<file path="src/rtl/seg7_pkg.sv">
// Shared types and constants for the seven-segment count display.
// Holds the converter FSM states, the active-low hex glyph table and the blank code.
package seg7_pkg;

    typedef enum logic [1:0] {
        ST_IDLE   = 2'd0,
        ST_SHIFT  = 2'd1,
        ST_COMMIT = 2'd2
    } conv_state_e;

    localparam logic [6:0] SEG_BLANK = 7'h7F;

    // Active-low glyphs, bit 0 = segment a ... bit 6 = segment g
    localparam logic [6:0] HEX_GLYPH [16] = '{
        7'h40, 7'h79, 7'h24, 7'h30,
        7'h19, 7'h12, 7'h02, 7'h78,
        7'h00, 7'h10, 7'h08, 7'h03,
        7'h46, 7'h21, 7'h06, 7'h0E
    };

endpackage

</file>
<file path="src/rtl/bin2bcd_seq.sv">
// Sequential shift-add-3 converter: 7-bit binary to hundreds/tens/ones BCD.
// Ports: clk, reset, start_i, bin_i[6:0] -> busy_o, done_o, hund_o[1:0], tens_o[3:0], ones_o[3:0].
module bin2bcd_seq (
    input  logic       clk,
    input  logic       reset,
    input  logic       start_i,
    input  logic [6:0] bin_i,
    output logic       busy_o,
    output logic       done_o,
    output logic [1:0] hund_o,
    output logic [3:0] tens_o,
    output logic [3:0] ones_o
);
    import seg7_pkg::*;

    conv_state_e state_q, state_d;

    logic [6:0] shift_q, shift_d;
    logic [3:0] hund_q, hund_d;
    logic [3:0] tens_q, tens_d;
    logic [3:0] ones_q, ones_d;
    logic [2:0] bit_cnt_q, bit_cnt_d;

    logic [3:0]  hund_adj, tens_adj, ones_adj;
    logic [18:0] shifted;

    always_ff @(posedge clk or posedge reset) begin
        if (reset) begin
            state_q <= ST_IDLE;
        end else begin
            state_q <= state_d;
        end
    end

    // bit_cnt is checked before its decrement, so 7 -> 1 spans seven shifts
    always_comb begin
        state_d = state_q;
        unique case (state_q)
            ST_IDLE:   if (start_i) state_d = ST_SHIFT;
            ST_SHIFT:  if (bit_cnt_q == 3'd1) state_d = ST_COMMIT;
            ST_COMMIT: state_d = ST_IDLE;
            default:   state_d = ST_IDLE;
        endcase
    end

    always_comb begin
        busy_o = (state_q != ST_IDLE);
        done_o = (state_q == ST_COMMIT);
        hund_o = hund_q[1:0];
        tens_o = tens_q;
        ones_o = ones_q;
    end

    always_ff @(posedge clk or posedge reset) begin
        if (reset) begin
            shift_q   <= '0;
            hund_q    <= '0;
            tens_q    <= '0;
            ones_q    <= '0;
            bit_cnt_q <= '0;
        end else begin
            shift_q   <= shift_d;
            hund_q    <= hund_d;
            tens_q    <= tens_d;
            ones_q    <= ones_d;
            bit_cnt_q <= bit_cnt_d;
        end
    end

    always_comb begin
        hund_adj = (hund_q >= 4'd5) ? hund_q + 4'd3 : hund_q;
        tens_adj = (tens_q >= 4'd5) ? tens_q + 4'd3 : tens_q;
        ones_adj = (ones_q >= 4'd5) ? ones_q + 4'd3 : ones_q;
        shifted  = {hund_adj, tens_adj, ones_adj, shift_q} << 1;
    end

    always_comb begin
        shift_d   = shift_q;
        hund_d    = hund_q;
        tens_d    = tens_q;
        ones_d    = ones_q;
        bit_cnt_d = bit_cnt_q;
        if (state_q == ST_IDLE && start_i) begin
            shift_d   = bin_i;
            hund_d    = '0;
            tens_d    = '0;
            ones_d    = '0;
            bit_cnt_d = 3'd7;
        end else if (state_q == ST_SHIFT) begin
            {hund_d, tens_d, ones_d, shift_d} = shifted;
            bit_cnt_d = bit_cnt_q - 3'd1;
        end
    end

endmodule

</file>
<file path="src/rtl/seg7_count_display.sv">
// Decimal count plus hex timer on four multiplexed common-anode digits.
// Ports: clk, reset, timer_in[3:0], count_in[6:0] -> seg[6:0], an[3:0], conv_busy (outputs active-low except busy).
module seg7_count_display #(
    parameter int REFRESH_DIV = 100000
) (
    input  logic       clk,
    input  logic       reset,
    input  logic [3:0] timer_in,
    input  logic [6:0] count_in,
    output logic [6:0] seg,
    output logic [3:0] an,
    output logic       conv_busy
);
    import seg7_pkg::*;

    localparam int CNT_W = $clog2(REFRESH_DIV);
    localparam logic [CNT_W-1:0] TERM = CNT_W'(REFRESH_DIV - 1);

    logic [6:0]       last_count_q;
    logic [1:0]       d_hund_q;
    logic [3:0]       d_tens_q, d_ones_q;
    logic [3:0]       timer_q;
    logic [CNT_W-1:0] refresh_q, refresh_d;
    logic [1:0]       scan_q, scan_d;
    logic [6:0]       seg_q, seg_d;
    logic [3:0]       an_q, an_d;

    logic       busy, done, start;
    logic [1:0] bcd_hund;
    logic [3:0] bcd_tens, bcd_ones;

    // Edits made while busy are picked up here once the FSM is back in IDLE
    assign start = !busy && (count_in != last_count_q);

    bin2bcd_seq u_conv (
        .clk     (clk),
        .reset   (reset),
        .start_i (start),
        .bin_i   (count_in),
        .busy_o  (busy),
        .done_o  (done),
        .hund_o  (bcd_hund),
        .tens_o  (bcd_tens),
        .ones_o  (bcd_ones)
    );

    always_ff @(posedge clk or posedge reset) begin
        if (reset) begin
            last_count_q <= '0;
            d_hund_q     <= '0;
            d_tens_q     <= '0;
            d_ones_q     <= '0;
            timer_q      <= '0;
        end else begin
            timer_q <= timer_in;
            if (start) last_count_q <= count_in;
            if (done) begin
                d_hund_q <= bcd_hund;
                d_tens_q <= bcd_tens;
                d_ones_q <= bcd_ones;
            end
        end
    end

    always_comb begin
        refresh_d = refresh_q + 1'b1;
        scan_d    = scan_q;
        if (refresh_q == TERM) begin
            refresh_d = '0;
            scan_d    = scan_q + 2'd1;
        end
    end

    // Glyph and anode are both derived from scan_d so they switch together
    always_comb begin
        seg_d = SEG_BLANK;
        unique case (scan_d)
            2'd0: seg_d = HEX_GLYPH[d_ones_q];
            2'd1: if (d_hund_q != 2'd0 || d_tens_q != 4'd0)
                      seg_d = HEX_GLYPH[d_tens_q];
            2'd2: if (d_hund_q != 2'd0)
                      seg_d = HEX_GLYPH[{2'b00, d_hund_q}];
            2'd3: seg_d = HEX_GLYPH[timer_q];
            default: seg_d = SEG_BLANK;
        endcase
        an_d = ~(4'b0001 << scan_d);
    end

    always_ff @(posedge clk or posedge reset) begin
        if (reset) begin
            refresh_q <= '0;
            scan_q    <= '0;
            seg_q     <= 7'b1000000;
            an_q      <= 4'b1110;
        end else begin
            refresh_q <= refresh_d;
            scan_q    <= scan_d;
            seg_q     <= seg_d;
            an_q      <= an_d;
        end
    end

    assign seg       = seg_q;
    assign an        = an_q;
    assign conv_busy = busy;

endmodule

</file>
<file path="config.mk">
export PLATFORM = sky130hd
export DESIGN_NAME = seg7_count_display
export DESIGN_NICKNAME = d
export VERILOG_FILES = /design/src/rtl/seg7_pkg.sv /design/src/rtl/bin2bcd_seq.sv /design/src/rtl/seg7_count_display.sv
export SDC_FILE = /design/constraint.sdc
export NUM_CORES = 1
export LEC_CHECK = 0
export BUFFER_PORTS_ARGS = -buffer_cell sky130_fd_sc_hd__buf_2
export CAP_MARGIN = 20
export CORE_UTILIZATION = 65
export DETAILED_ROUTE_END_ITERATION = 8
export PLACE_DENSITY_LB_ADDON = 0.1
export SETUP_SLACK_MARGIN = 0.1
export SLEW_MARGIN = 20
export SYNTH_ARGS = -nofsm -noshare
export SYNTH_HDL_FRONTEND = slang
export SYNTH_SLANG_ARGS = --single-unit
export TNS_END_PERCENT = 100
</file>
<file path="constraint.sdc">
create_clock -name clk -period 8.08 [get_ports clk]
set_input_delay 2.424 -clock clk [delete_from_list [all_inputs] [get_ports clk]]
set_output_delay 2.424 -clock clk [all_outputs]
set_load 0.03 [all_outputs]
</file>
==> impl_metrics.prom, run 1 <==
# TYPE chip_impl_metric gauge
chip_impl_info{name="status",value="finished, final reports clean"} 1
chip_impl_metric{name="row_count",unit=""} 29
chip_impl_metric{name="finish.cell_count_without_fillers",unit=""} 549
chip_impl_info{name="ctsRootBufferMaster",value="sky130_fd_sc_hd__clkbuf_8"} 1
chip_impl_metric{name="vias_per_cell",unit=""} 6.044
chip_impl_info{name="cell_chain_critical_path",value="nor2_1, inv_1, buf_2"} 1
chip_impl_metric{name="ys_async_sr_fraction",unit="%"} 100.0
chip_impl_metric{name="fp.dieH",unit="um"} 83.64
chip_impl_metric{name="num_antenna_cells",unit=""} 0
chip_impl_metric{name="place_hpwl",unit="um"} 5740
chip_impl_metric{name="setup_viol",unit=""} 0
chip_impl_metric{name="share_seq_of_total_power",unit="%"} 39.4
chip_impl_info{name="tritoncts",value="built"} 1
chip_impl_info{name="layout.cells.most_common_list",value="sky130_fd_sc_hd__dfrtp_1 (71), sky130_fd_sc_hd__nand2_1 (50), sky130_fd_sc_hd__o21ai_0 (29)"} 1
chip_impl_metric{name="ys_ff_latch",unit=""} 75
chip_impl_info{name="worst_path_max_delay_cell",value="sky130_fd_sc_hd__nor2_1"} 1
chip_impl_metric{name="final_critical_path_setup_slack",unit="ns"} 4.006
chip_impl_metric{name="first_global_vias",unit=""} 3075
chip_impl_metric{name="gr-usage-met3",unit="%"} 7.221
chip_impl_metric{name="cts.reportedPaths.clkPinSlew",unit="ns"} 0.08
chip_impl_metric{name="antenna_found_initial",unit=""} 0
chip_impl_metric{name="synth-edff-count",unit=""} 0
chip_impl_info{name="min-delay-path-class",value="reg -> reg"} 1
chip_impl_metric{name="synth.lib_cells_used.distinct",unit=""} 58
chip_impl_metric{name="required_time_at_the_worst_slack_endpoint",unit="ns"} 5.66
chip_impl_metric{name="cts_hold_repair.buffers",unit=""} 0
chip_impl_info{name="start_kind",value="flop"} 1
chip_impl_metric{name="core_area",unit="um2"} 6386
chip_impl_metric{name="grt_pass1_wl",unit="um"} 14560
chip_impl_metric{name="cts_setup_buffers",unit=""} 0
chip_impl_metric{name="yosysSeqAreaShare",unit="%"} 43.44
chip_impl_metric{name="skew",unit="ns"} 0.007712
chip_impl_metric{name="synthesis.instances",unit=""} 450
chip_impl_metric{name="finalSetupTns",unit="ns"} 0
chip_impl_metric{name="mappedNetlistArea",unit="um2"} 4332
chip_impl_metric{name="clock_sinks",unit=""} 75
chip_impl_metric{name="proportion_of_layout_cells_with_a_drive_suffix_above_1",unit="%"} 15.89
chip_impl_metric{name="final.period_utilization",unit="%"} 50.43
chip_impl_metric{name="timing.hold.ws",unit="ns"} 0.4914
chip_impl_metric{name="numPlacedInstances",unit=""} 533
chip_impl_metric{name="drt.antenna.violating_nets",unit=""} 0
chip_impl_metric{name="gpl.final_weighted_congestion",unit=""} 0.8883
chip_impl_metric{name="worst_skew_pair_latency",unit="ns"} 0.35
chip_impl_metric{name="pwr-share-clk",unit="%"} 24.5
chip_impl_metric{name="min_delay_path_depth",unit=""} 1
chip_impl_metric{name="worst-r2r-cell-count",unit=""} 6
chip_impl_metric{name="drv.max_cap_violation_count",unit=""} 0
chip_impl_metric{name="grt_max_degree",unit=""} 76
chip_impl_metric{name="via_count",unit=""} 3318
chip_impl_metric{name="irDropWorstVdd",unit="V"} 0.0002663
chip_impl_info{name="critPathKind",value="reg -> out"} 1
chip_impl_metric{name="total_die_area",unit="um2"} 6995
chip_impl_metric{name="cts.repair.resized",unit=""} 0
chip_impl_info{name="synthFlopType",value="sky130_fd_sc_hd__dfrtp_1"} 1
chip_impl_metric{name="drc_viols",unit=""} 0
chip_impl_metric{name="worst-slew-pin-transition",unit="ns"} 0.9724
chip_impl_info{name="timing.critical_path.to_type",value="output pin"} 1
chip_impl_metric{name="drt-total-wl",unit="um"} 8324
chip_impl_metric{name="area_delta_synth_final",unit="%"} 9.186
chip_impl_metric{name="worst_path_largest_cell_delay",unit="ns"} 0.51
chip_impl_metric{name="cts-root-to-sink-buffers",unit=""} 2
chip_impl_metric{name="chipWidth",unit="um"} 83.64
chip_impl_metric{name="switching_share",unit="%"} 36.59
chip_impl_metric{name="yosys_warnings",unit=""} 0
chip_impl_metric{name="global_route.overflow_total",unit=""} 0
chip_impl_metric{name="initialDrtViolationCount",unit=""} 207
chip_impl_metric{name="final_hold_viol_count",unit=""} 0
chip_impl_metric{name="effective_utilization_at_floorplan",unit="%"} 67.83
chip_impl_metric{name="synth.avg_cell_area",unit="um2"} 9.626
chip_impl_info{name="gr-max-usage-layer",value="met2"} 1
chip_impl_metric{name="net-switching-power",unit="uW"} 527.8
chip_impl_metric{name="drt-wirelength-per-cell",unit="um"} 15.16
chip_impl_info{name="setup_repair_after_global_routing_missed_its_margin",value="no"} 1
chip_impl_metric{name="syn_nets",unit=""} 491
chip_impl_metric{name="use_met1",unit="%"} 35.95
chip_impl_metric{name="static-leakage-power",unit="nW"} 2.123
chip_impl_metric{name="max_slew_violation_count",unit=""} 0
chip_impl_metric{name="power_report.internal_total",unit="uW"} 914.5
chip_impl_metric{name="pre_cts_ws",unit="ns"} 4.174
chip_impl_metric{name="finish.net_count",unit=""} 508
chip_impl_metric{name="io_buffer_count",unit=""} 24
chip_impl_metric{name="htree_num_levels",unit=""} 3
chip_impl_info{name="mostFrequentLayoutCell",value="sky130_fd_sc_hd__dfrtp_1"} 1
chip_impl_metric{name="track_usage",unit="%"} 26.25
chip_impl_metric{name="groute.layer.met2.usage",unit="%"} 40.65
chip_impl_metric{name="period_needed",unit="ns"} 4.074
chip_impl_metric{name="floorplan.io_pins",unit=""} 25
chip_impl_metric{name="cts_buffers",unit=""} 9
chip_impl_metric{name="power.density_cell_area",unit="nW/um2"} 304.9
chip_impl_metric{name="power_frac_comb",unit="%"} 36.1
chip_impl_metric{name="slew_headroom",unit="%"} 34.93
chip_impl_metric{name="detail_route.first_pass.iterations",unit=""} 4
chip_impl_metric{name="timing.fmax",unit="GHz"} 0.2454
chip_impl_metric{name="critical_path_arrival",unit="ns"} 1.65
chip_impl_metric{name="worstPathMaxFanout",unit=""} 8
cell usage after synthesis, types with 4 or more instances:
library cell               number  area (um2)
sky130_fd_sc_hd__nand4_1        4       25.02
sky130_fd_sc_hd__dfrtp_1       71        1777
sky130_fd_sc_hd__and3_1         4       25.02
sky130_fd_sc_hd__nand3b_1       4       30.03
sky130_fd_sc_hd__nor3_1        15       75.07
sky130_fd_sc_hd__nor2b_1        6       37.54
sky130_fd_sc_hd__ha_1          28       350.3
sky130_fd_sc_hd__a221oi_1       4       35.03
sky130_fd_sc_hd__nor2_1        28       105.1
sky130_fd_sc_hd__clkbuf_1      16       60.06
sky130_fd_sc_hd__a21oi_1       22       110.1
sky130_fd_sc_hd__inv_1         25       93.84
sky130_fd_sc_hd__nand2_1       50       187.7
sky130_fd_sc_hd__a22oi_1        6       45.04
sky130_fd_sc_hd__xor2_1        16       140.1
sky130_fd_sc_hd__nor4_1         6       37.54
sky130_fd_sc_hd__xnor2_1       11       96.34
sky130_fd_sc_hd__nand2b_1       4       25.02
sky130_fd_sc_hd__o31ai_1        5       37.54
sky130_fd_sc_hd__nand3_1       15       75.07
sky130_fd_sc_hd__dfstp_2        4       105.1
sky130_fd_sc_hd__o21ai_0       29       145.1
sky130_fd_sc_hd__mux2_2        18       202.7
sky130_fd_sc_hd__and2_1         4       25.02
worst max-delay path, delay by kind of cell, from the launching register on:
| kind | cells | cell delay [ns] |
|---|---|---|
| buf+inv | 2 | 0.38 |
| flops | 1 | 0.41 |
| simple gates | 1 | 0.51 |
power by group through the flow:
stage | Sequential [mW] | Combinational (mW) | Clock, mW
after CTS | 0.567 | 0.522 | 0.361
after global placement | 0.565 | 0.504 | 0
after detailed placement | 0.572 | 0.518 | 0
after global routing | 0.582 | 0.588 | 0.376
after floorplan | 0.568 | 0.406 | 0
final | 0.569 | 0.520 | 0.353
registers in the layout, indices dropped and copies added, names as in the netlist, 3 cells and up:
signal and cells:
an 4, d_ones_q 4, d_tens_q 4, last_count_q 7, refresh_q 17, seg 7
timer_q 4, u_conv.bit_cnt_q 3, u_conv.hund_q 4, u_conv.ones_o 4, u_conv.shift_q 7, u_conv.tens_o 4
through the flow:
step | area [um2] | power, mW | util [%]
after floorplan | 4332 | 0.9734 | -
after global placement | 4481 | 1.069 | 70.16
after detailed placement | 4481 | 1.090 | 70.16
after CTS | 4730 | 1.450 | 74.06
after global routing | 4730 | 1.546 | 74.06
final | 4730 | 1.442 | 74.06
metal layers:
metal | share of wire, % | routed length [um]
met1 | 46 | 3868
met2 | 48 | 3954
met3 | 3.9 | 327
met4 | 2.1 | 174
met5 | 0 | 0
worst paths after layout:
kind | from | to | slack, ns
max reg2reg | refresh_q[0] | seg[3] | 5.34
min reg2reg | refresh_q[0] | refresh_q[0] | 0.49
max in group asynchronous | reset | timer_q[0] | 5.17
min in group asynchronous | reset | refresh_q[14] | 2.34
min | refresh_q[0] | refresh_q[0] | 0.49
max | u_conv.state_q[1] | conv_busy | 4.01
cell families after synthesis:
kind of cell / count (synthesis) / synth area share, %
flops: 75 / 43.44
mux: 24 / 6.932
simple gates: 159 / 18.83
compound gates: 92 / 13.26
xor+xnor: 27 / 5.459
buf+inv: 45 / 3.986
fa+ha+maj: 28 / 8.088
area by class of cell:
type / instances / area (um2)
inverter: 26 / 97.59
clock buffer: 10 / 137.6
fill: 450 / 1657
multi-input combinational: 330 / 2277
timing repair buffer: 25 / 127.6
sequential: 75 / 1882
clock inverter: 6 / 111.4
tap: 77 / 96.34
No activity file was read; power rests on OpenSTA's default activity.
==> inputs of run 2 (changes only) <==
- CORE_UTILIZATION: 65 -> 61
- clock period: 8.08 -> 3.9 ns (I/O delays scaled with it)
==> run 2 against run 1 <==
Sequential share of layout area about the same. Largest cell class unchanged. Worst setup slack got worse by 3.0 ns. Critical path type unchanged. Flip-flop and latch count is the same. Core utilization fell by 4.8 points. Power rose by 100%. Critical endpoint unchanged. Hold slack lost 0.00057 ns. Final cell count grew 3.6%. Clock skew grew 0.0027 ns.
==> impl_metrics.prom, run 2 (synthesized netlist as in run 1, its figures left out) <==
# TYPE chip_impl_metric gauge
chip_impl_info{name="status",value="finished, final reports clean"} 1
chip_impl_info{name="largest-register",value="refresh_q"} 1
chip_impl_metric{name="skew",unit="ns"} 0.01041
chip_impl_info{name="tritoncts",value="built"} 1
chip_impl_metric{name="total_die_area",unit="um2"} 7442
chip_impl_metric{name="largest_register_ffs",unit=""} 17
chip_impl_info{name="layout.cells.most_common_list",value="sky130_fd_sc_hd__dfrtp_1 (71), sky130_fd_sc_hd__nand2_1 (50), sky130_fd_sc_hd__o21ai_0 (29)"} 1
chip_impl_metric{name="effective_utilization_at_floorplan",unit="%"} 63.41
chip_impl_metric{name="initialDrtViolationCount",unit=""} 206
chip_impl_metric{name="numPlacedInstances",unit=""} 553
chip_impl_metric{name="drc_viols",unit=""} 0
chip_impl_metric{name="area_delta_synth_final",unit="%"} 9.214
chip_impl_info{name="setup_repair_after_global_routing_missed_its_margin",value="no"} 1
chip_impl_metric{name="finish.cell_count_without_fillers",unit=""} 569
chip_impl_metric{name="antenna_found_initial",unit=""} 0
chip_impl_metric{name="drt-wirelength-per-cell",unit="um"} 14.37
chip_impl_metric{name="power_frac_comb",unit="%"} 37.9
chip_impl_metric{name="period_needed",unit="ns"} 2.852
chip_impl_metric{name="irDropWorstVdd",unit="V"} 0.0003329
chip_impl_metric{name="htree_num_levels",unit=""} 3
chip_impl_metric{name="gpl.final_weighted_congestion",unit=""} 0.8451
chip_impl_metric{name="max_slew_violation_count",unit=""} 0
chip_impl_metric{name="finish.net_count",unit=""} 509
chip_impl_metric{name="fp.dieH",unit="um"} 86.27
chip_impl_metric{name="power.density_cell_area",unit="nW/um2"} 610.0
chip_impl_metric{name="cts_buffers",unit=""} 9
chip_impl_metric{name="drt-total-wl",unit="um"} 8176
chip_impl_info{name="min-delay-path-class",value="reg -> reg"} 1
chip_impl_metric{name="cts-root-to-sink-buffers",unit=""} 2
chip_impl_metric{name="floorplan.io_pins",unit=""} 25
chip_impl_metric{name="cts_setup_buffers",unit=""} 0
chip_impl_metric{name="track_usage",unit="%"} 23.64
chip_impl_metric{name="detail_route.first_pass.iterations",unit=""} 4
chip_impl_info{name="ctsRootBufferMaster",value="sky130_fd_sc_hd__clkbuf_8"} 1
chip_impl_info{name="start_kind",value="flop"} 1
chip_impl_metric{name="via_count",unit=""} 3223
chip_impl_info{name="timing.critical_path.to_type",value="output pin"} 1
chip_impl_metric{name="cts.repair.resized",unit=""} 0
chip_impl_metric{name="vias_per_cell",unit=""} 5.664
chip_impl_metric{name="timing.fmax",unit="GHz"} 0.3506
chip_impl_metric{name="pwr-share-clk",unit="%"} 21.5
chip_impl_metric{name="grt_max_degree",unit=""} 43
chip_impl_metric{name="clock_sinks",unit=""} 75
chip_impl_metric{name="chipWidth",unit="um"} 86.27
chip_impl_metric{name="min_delay_path_depth",unit=""} 2
chip_impl_metric{name="first_global_vias",unit=""} 3030
chip_impl_metric{name="share_seq_of_total_power",unit="%"} 40.6
chip_impl_metric{name="cts_hold_repair.buffers",unit=""} 0
chip_impl_metric{name="switching_share",unit="%"} 38.99
chip_impl_metric{name="num_antenna_cells",unit=""} 0
chip_impl_metric{name="power_report.internal_total",unit="mW"} 1.761
chip_impl_metric{name="row_count",unit=""} 30
chip_impl_metric{name="proportion_of_layout_cells_with_a_drive_suffix_above_1",unit="%"} 16.07
chip_impl_metric{name="grt_pass1_wl",unit="um"} 13880
chip_impl_metric{name="required_time_at_the_worst_slack_endpoint",unit="ns"} 2.73
chip_impl_metric{name="finalSetupTns",unit="ns"} 0
chip_impl_metric{name="global_route.overflow_total",unit=""} 0
chip_impl_metric{name="core_area",unit="um2"} 6832
chip_impl_metric{name="worst_skew_pair_latency",unit="ns"} 0.35
chip_impl_metric{name="drv.max_cap_violation_count",unit=""} 0
chip_impl_metric{name="worstPathMaxFanout",unit=""} 8
chip_impl_metric{name="final_hold_viol_count",unit=""} 0
chip_impl_metric{name="final.period_utilization",unit="%"} 73.13
chip_impl_metric{name="setup_viol",unit=""} 0
chip_impl_metric{name="worst-slew-pin-transition",unit="ns"} 1.060
chip_impl_metric{name="static-leakage-power",unit="nW"} 2.108
chip_impl_metric{name="cts.reportedPaths.clkPinSlew",unit="ns"} 0.08
chip_impl_metric{name="net-switching-power",unit="mW"} 1.125
chip_impl_metric{name="slew_headroom",unit="%"} 29.05
chip_impl_metric{name="worst-r2r-cell-count",unit=""} 6
chip_impl_metric{name="drt.antenna.violating_nets",unit=""} 0
chip_impl_metric{name="critical_path_arrival",unit="ns"} 1.68
chip_impl_metric{name="place_hpwl",unit="um"} 5731
chip_impl_info{name="critPathKind",value="reg -> out"} 1
chip_impl_info{name="mostFrequentLayoutCell",value="sky130_fd_sc_hd__dfrtp_1"} 1
chip_impl_metric{name="io_buffer_count",unit=""} 24
run 2: cell types whose count changed in the layout (fill, tap and decap cells not counted):
cell,change
sky130_fd_sc_hd__buf_12,+1
sky130_fd_sc_hd__bufinv_16,-2
sky130_fd_sc_hd__clkbuf_8,-1
sky130_fd_sc_hd__clkinv_2,-1
sky130_fd_sc_hd__clkinv_4,+1
sky130_fd_sc_hd__clkinvlp_4,+1
sky130_fd_sc_hd__inv_6,+1
sky130_fd_sc_hd__inv_8,+1
run 2: path summary, 6_finish.rpt:
| kind | to | from | slack (ns) |
|---|---|---|---|
| max in group asynchronous | d_tens_q[1] | reset | 2.31 |
| max reg2reg | seg[3] | refresh_q[0] | 1.14 |
| min reg2reg | u_conv.shift_q[3] | u_conv.shift_q[3] | 0.49 |
| min in group asynchronous | refresh_q[13] | reset | 0.93 |
| max | conv_busy | u_conv.state_q[1] | 1.05 |
| min | u_conv.shift_q[3] | u_conv.shift_q[3] | 0.49 |
run 2: per-stage QoR:
step	area [um2]	hold WS (ns)	util, %	total power, mW	setup WS, ns
after floorplan	4332	0.4458	-	2.017	0.8266
after global placement	4524	0.4587	66.23	2.228	1.289
after detailed placement	4524	0.4710	66.23	2.272	1.178
after CTS	4731	0.4931	69.25	2.896	1.061
after global routing	4731	0.5307	69.25	3.101	0.9603
final	4731	0.4909	69.25	2.886	1.048
run 2: cell type report:
| cell class | count | area (um2) |
|---|---|---|
| Fill cell | 525 | 2101 |
| Sequential cell | 75 | 1882 |
| Tap cell | 96 | 120.1 |
| Inverter | 26 | 97.59 |
| Clock buffer | 9 | 123.9 |
| Multi-Input combinational cell | 330 | 2277 |
| Timing Repair Buffer | 26 | 147.6 |
| Clock inverter | 7 | 82.58 |
run 2: layer usage:
layer,global-route usage (%),share of wire [%],up-vias
met3,4.000,2.6,15
met2,36.65,45,58
met1,32.75,50,1524
met4,10.61,1.8,0
met5,0,0,-
li1,-,-,1626
run 2: power groups by stage:
stage	sequential [mW]	combinational (mW)	clock, mW
global route	1.21	1.23	0.667
detailed placement	1.18	1.09	0
finish	1.17	1.09	0.619
global placement	1.18	1.05	0
CTS	1.17	1.09	0.631
floorplan	1.18	0.840	0
run 2: worst max-delay path: stages (launching register included):
cell	delay, ns
sky130_fd_sc_hd__dfrtp_1	0.42
sky130_fd_sc_hd__nor2_1	0.53
sky130_fd_sc_hd__inv_1	0.16
sky130_fd_sc_hd__buf_2	0.22
==> inputs of run 3 (changes only) <==
- clock period: 3.9 -> 2.8 ns (I/O delays scaled with it)
==> run 3 against run 2 <==
Sequential power grew 39%. Global-route usage grew 0.42 points. Core utilization grew 0.88 points. Critical endpoint is now seg[0]. Clock skew grew 0.0016 ns.
==> impl_metrics.prom, run 3 (synthesized netlist as in run 1, its figures left out) <==
# TYPE chip_impl_metric gauge
chip_impl_metric{name="via_count",unit=""} 3272
chip_impl_metric{name="net-switching-power",unit="mW"} 1.543
chip_impl_metric{name="worst-slew-pin-transition",unit="ns"} 0.8621
chip_impl_metric{name="htree_num_levels",unit=""} 3
chip_impl_info{name="critPathKind",value="reg -> reg"} 1
chip_impl_metric{name="drt-total-wl",unit="um"} 8257
chip_impl_metric{name="n_fill_cell",unit=""} 546
chip_impl_metric{name="placement.cell_area",unit="um2"} 4551
chip_impl_info{name="ctsRootBufferMaster",value="sky130_fd_sc_hd__clkbuf_8"} 1
chip_impl_info{name="worst_path_max_delay_cell",value="sky130_fd_sc_hd__or4_4"} 1
chip_impl_metric{name="cts_hold_repair.buffers",unit=""} 0
chip_impl_metric{name="critPathBufInv",unit=""} 0
chip_impl_info{name="family_with_the_most_delay_on_the_worst_path",value="simple AND/OR/NAND/NOR gates"} 1
chip_impl_info{name="start_kind",value="flop"} 1
chip_impl_metric{name="proportion_of_layout_cells_with_a_drive_suffix_above_1",unit="%"} 16.63
chip_impl_metric{name="grt_pass1_wl",unit="um"} 14080
chip_impl_metric{name="power_frac_comb",unit="%"} 37.2
chip_impl_metric{name="static-leakage-power",unit="nW"} 2.142
chip_impl_metric{name="effective_utilization_at_floorplan",unit="%"} 63.41
chip_impl_metric{name="pre_cts_ws",unit="ns"} 0.2026
chip_impl_metric{name="worst_path_largest_cell_delay",unit="ns"} 0.75
chip_impl_metric{name="largest_register_ffs",unit=""} 17
chip_impl_metric{name="gpl.final_weighted_congestion",unit=""} 0.8587
chip_impl_metric{name="max_slew_violation_count",unit=""} 0
chip_impl_info{name="mostFrequentLayoutCell",value="sky130_fd_sc_hd__dfrtp_1"} 1
chip_impl_metric{name="vias_per_cell",unit=""} 5.730
chip_impl_metric{name="core_area",unit="um2"} 6832
chip_impl_info{name="layout.cells.most_common_list",value="sky130_fd_sc_hd__dfrtp_1 (71), sky130_fd_sc_hd__nand2_1 (50), sky130_fd_sc_hd__o21ai_0 (29)"} 1
chip_impl_info{name="largest-register",value="refresh_q"} 1
chip_impl_metric{name="final_hold_viol_count",unit=""} 0
chip_impl_metric{name="post-layout-total-power",unit="mW"} 4.176
chip_impl_metric{name="power_report.internal_total",unit="mW"} 2.633
chip_impl_metric{name="cts_setup_buffers",unit=""} 0
chip_impl_metric{name="first_global_vias",unit=""} 3116
chip_impl_metric{name="worst_skew_pair_latency",unit="ns"} 0.35
chip_impl_info{name="tritoncts",value="built"} 1
chip_impl_info{name="timing.critical_path.to_type",value="flop"} 1
chip_impl_info{name="setup_repair_after_global_routing_missed_its_margin",value="no"} 1
chip_impl_metric{name="fp.dieH",unit="um"} 86.27
chip_impl_info{name="status",value="finished, final reports clean"} 1
chip_impl_metric{name="cts.reportedPaths.clkPinSlew",unit="ns"} 0.08
chip_impl_metric{name="track_usage",unit="%"} 24.06
chip_impl_metric{name="pwr-share-clk",unit="%"} 23.9
chip_impl_metric{name="clock_sinks",unit=""} 75
chip_impl_metric{name="timing.fmax",unit="GHz"} 0.4187
chip_impl_metric{name="required_time_at_the_worst_slack_endpoint",unit="ns"} 3.03
chip_impl_metric{name="worstPathMaxFanout",unit=""} 19
chip_impl_metric{name="initialDrtViolationCount",unit=""} 170
chip_impl_metric{name="cts-root-to-sink-buffers",unit=""} 2
chip_impl_metric{name="skew",unit="ns"} 0.01204
chip_impl_metric{name="drt-wirelength-per-cell",unit="um"} 14.46
chip_impl_metric{name="drv.max_cap_violation_count",unit=""} 0
chip_impl_metric{name="finalSetupTns",unit="ns"} 0
chip_impl_metric{name="power.density_cell_area",unit="nW/um2"} 871.7
chip_impl_metric{name="chipWidth",unit="um"} 86.27
chip_impl_metric{name="total_die_area",unit="um2"} 7442
chip_impl_metric{name="io_buffer_count",unit=""} 24
chip_impl_metric{name="antenna_found_initial",unit=""} 0
chip_impl_metric{name="final.period_utilization",unit="%"} 85.29
chip_impl_metric{name="drc_viols",unit=""} 0
chip_impl_metric{name="switching_share",unit="%"} 36.94
chip_impl_metric{name="global_route.overflow_total",unit=""} 0
chip_impl_metric{name="cts_buffers",unit=""} 9
chip_impl_metric{name="num_antenna_cells",unit=""} 0
chip_impl_metric{name="drt.antenna.violating_nets",unit=""} 0
chip_impl_metric{name="place_hpwl",unit="um"} 5789
chip_impl_metric{name="share_seq_of_total_power",unit="%"} 38.9
chip_impl_metric{name="slew_headroom",unit="%"} 42.53
chip_impl_metric{name="floorplan.io_pins",unit=""} 25
chip_impl_metric{name="timing.hold.ws",unit="ns"} 0.4856
chip_impl_metric{name="area_delta_synth_final",unit="%"} 10.60
chip_impl_metric{name="irDropWorstVdd",unit="V"} 0.0005624
chip_impl_metric{name="final_critical_path_setup_slack",unit="ns"} 0.4118
chip_impl_metric{name="period_needed",unit="ns"} 2.388
chip_impl_metric{name="critical_path_arrival",unit="ns"} 2.62
chip_impl_metric{name="setup_viol",unit=""} 0
chip_impl_metric{name="finish.net_count",unit=""} 512
chip_impl_metric{name="detail_route.first_pass.iterations",unit=""} 5
chip_impl_metric{name="row_count",unit=""} 30
chip_impl_info{name="cell_chain_critical_path",value="ha_1, nand4_1, or4_4, nand2_2, a221oi_1, nor4bb_1"} 1
chip_impl_metric{name="grt_max_degree",unit=""} 76
chip_impl_metric{name="layout.cell_area.non_filler",unit="um2"} 4791
chip_impl_info{name="min-delay-path-class",value="reg -> reg"} 1
-- run 3: path summary, 6_finish.rpt --
path                                   start                 to  slack, ns  cells after the start
max in group asynchronous              reset              an[3]       1.85                      3
min in group asynchronous              reset   u_conv.tens_o[1]       0.57                      3
hold reg to reg            u_conv.shift_q[4]  u_conv.shift_q[4]       0.49                      2
hold / removal             u_conv.shift_q[4]  u_conv.shift_q[4]       0.49                      2
setup reg to reg                refresh_q[0]             seg[0]       0.41                      6
setup / recovery                refresh_q[0]             seg[0]       0.41                      6
-- run 3: final cells by class --
type                       count  area (um2)  area share (%)
clock inverter                 6       112.6           2.350
multi-input combinational    330        2281           47.61
sequential                    75        1882           39.28
tap                           96       120.1           2.507
inverter                      26       101.3           2.115
clock buffer                   9       123.9           2.586
timing repair buffer          29       170.2           3.552
-- run 3: worst register-to-register path, stage by stage, from the launching register on --
cell and delay, ns:
sky130_fd_sc_hd__dfrtp_1 0.40, sky130_fd_sc_hd__ha_1 0.21, sky130_fd_sc_hd__nand4_1 0.27, sky130_fd_sc_hd__or4_4 0.75
sky130_fd_sc_hd__nand2_2 0.19, sky130_fd_sc_hd__a221oi_1 0.12, sky130_fd_sc_hd__nor4bb_1 0.31
-- run 3: power groups by stage --
stage,clock (mW),sequential [mW],combinational [mW]
global route,1.06,1.68,1.74
detailed placement,0,1.64,1.54
global placement,0,1.63,1.50
finish,0.999,1.63,1.55
CTS,1.01,1.62,1.56
floorplan,0,1.64,1.17
-- run 3: what timing repair did --
action                                  in CTS  in global routing
hold endpoints to repair                     0                  0
resized for setup                            0                  1
endpoints found under the setup margin       0                  5
-- run 3: per-stage QoR --
stage | cells | util, %
3_3_place_gp | 556 | 66.61
5_1_grt | 571 | 70.13
6_report | 571 | 70.13
2_1_floorplan | 450 | -
3_5_place_dp | 556 | 66.61
4_1_cts | 571 | 70.07
-- run 3: layer usage --
layer / share of wire [%] / wire, um / global-route usage [%]
met3: 4.2 / 346 / 4.286
met4: 1.6 / 136 / 9.545
met2: 48 / 3948 / 39.54
met1: 46 / 3826 / 31.79
met5: 0 / 0 / 0
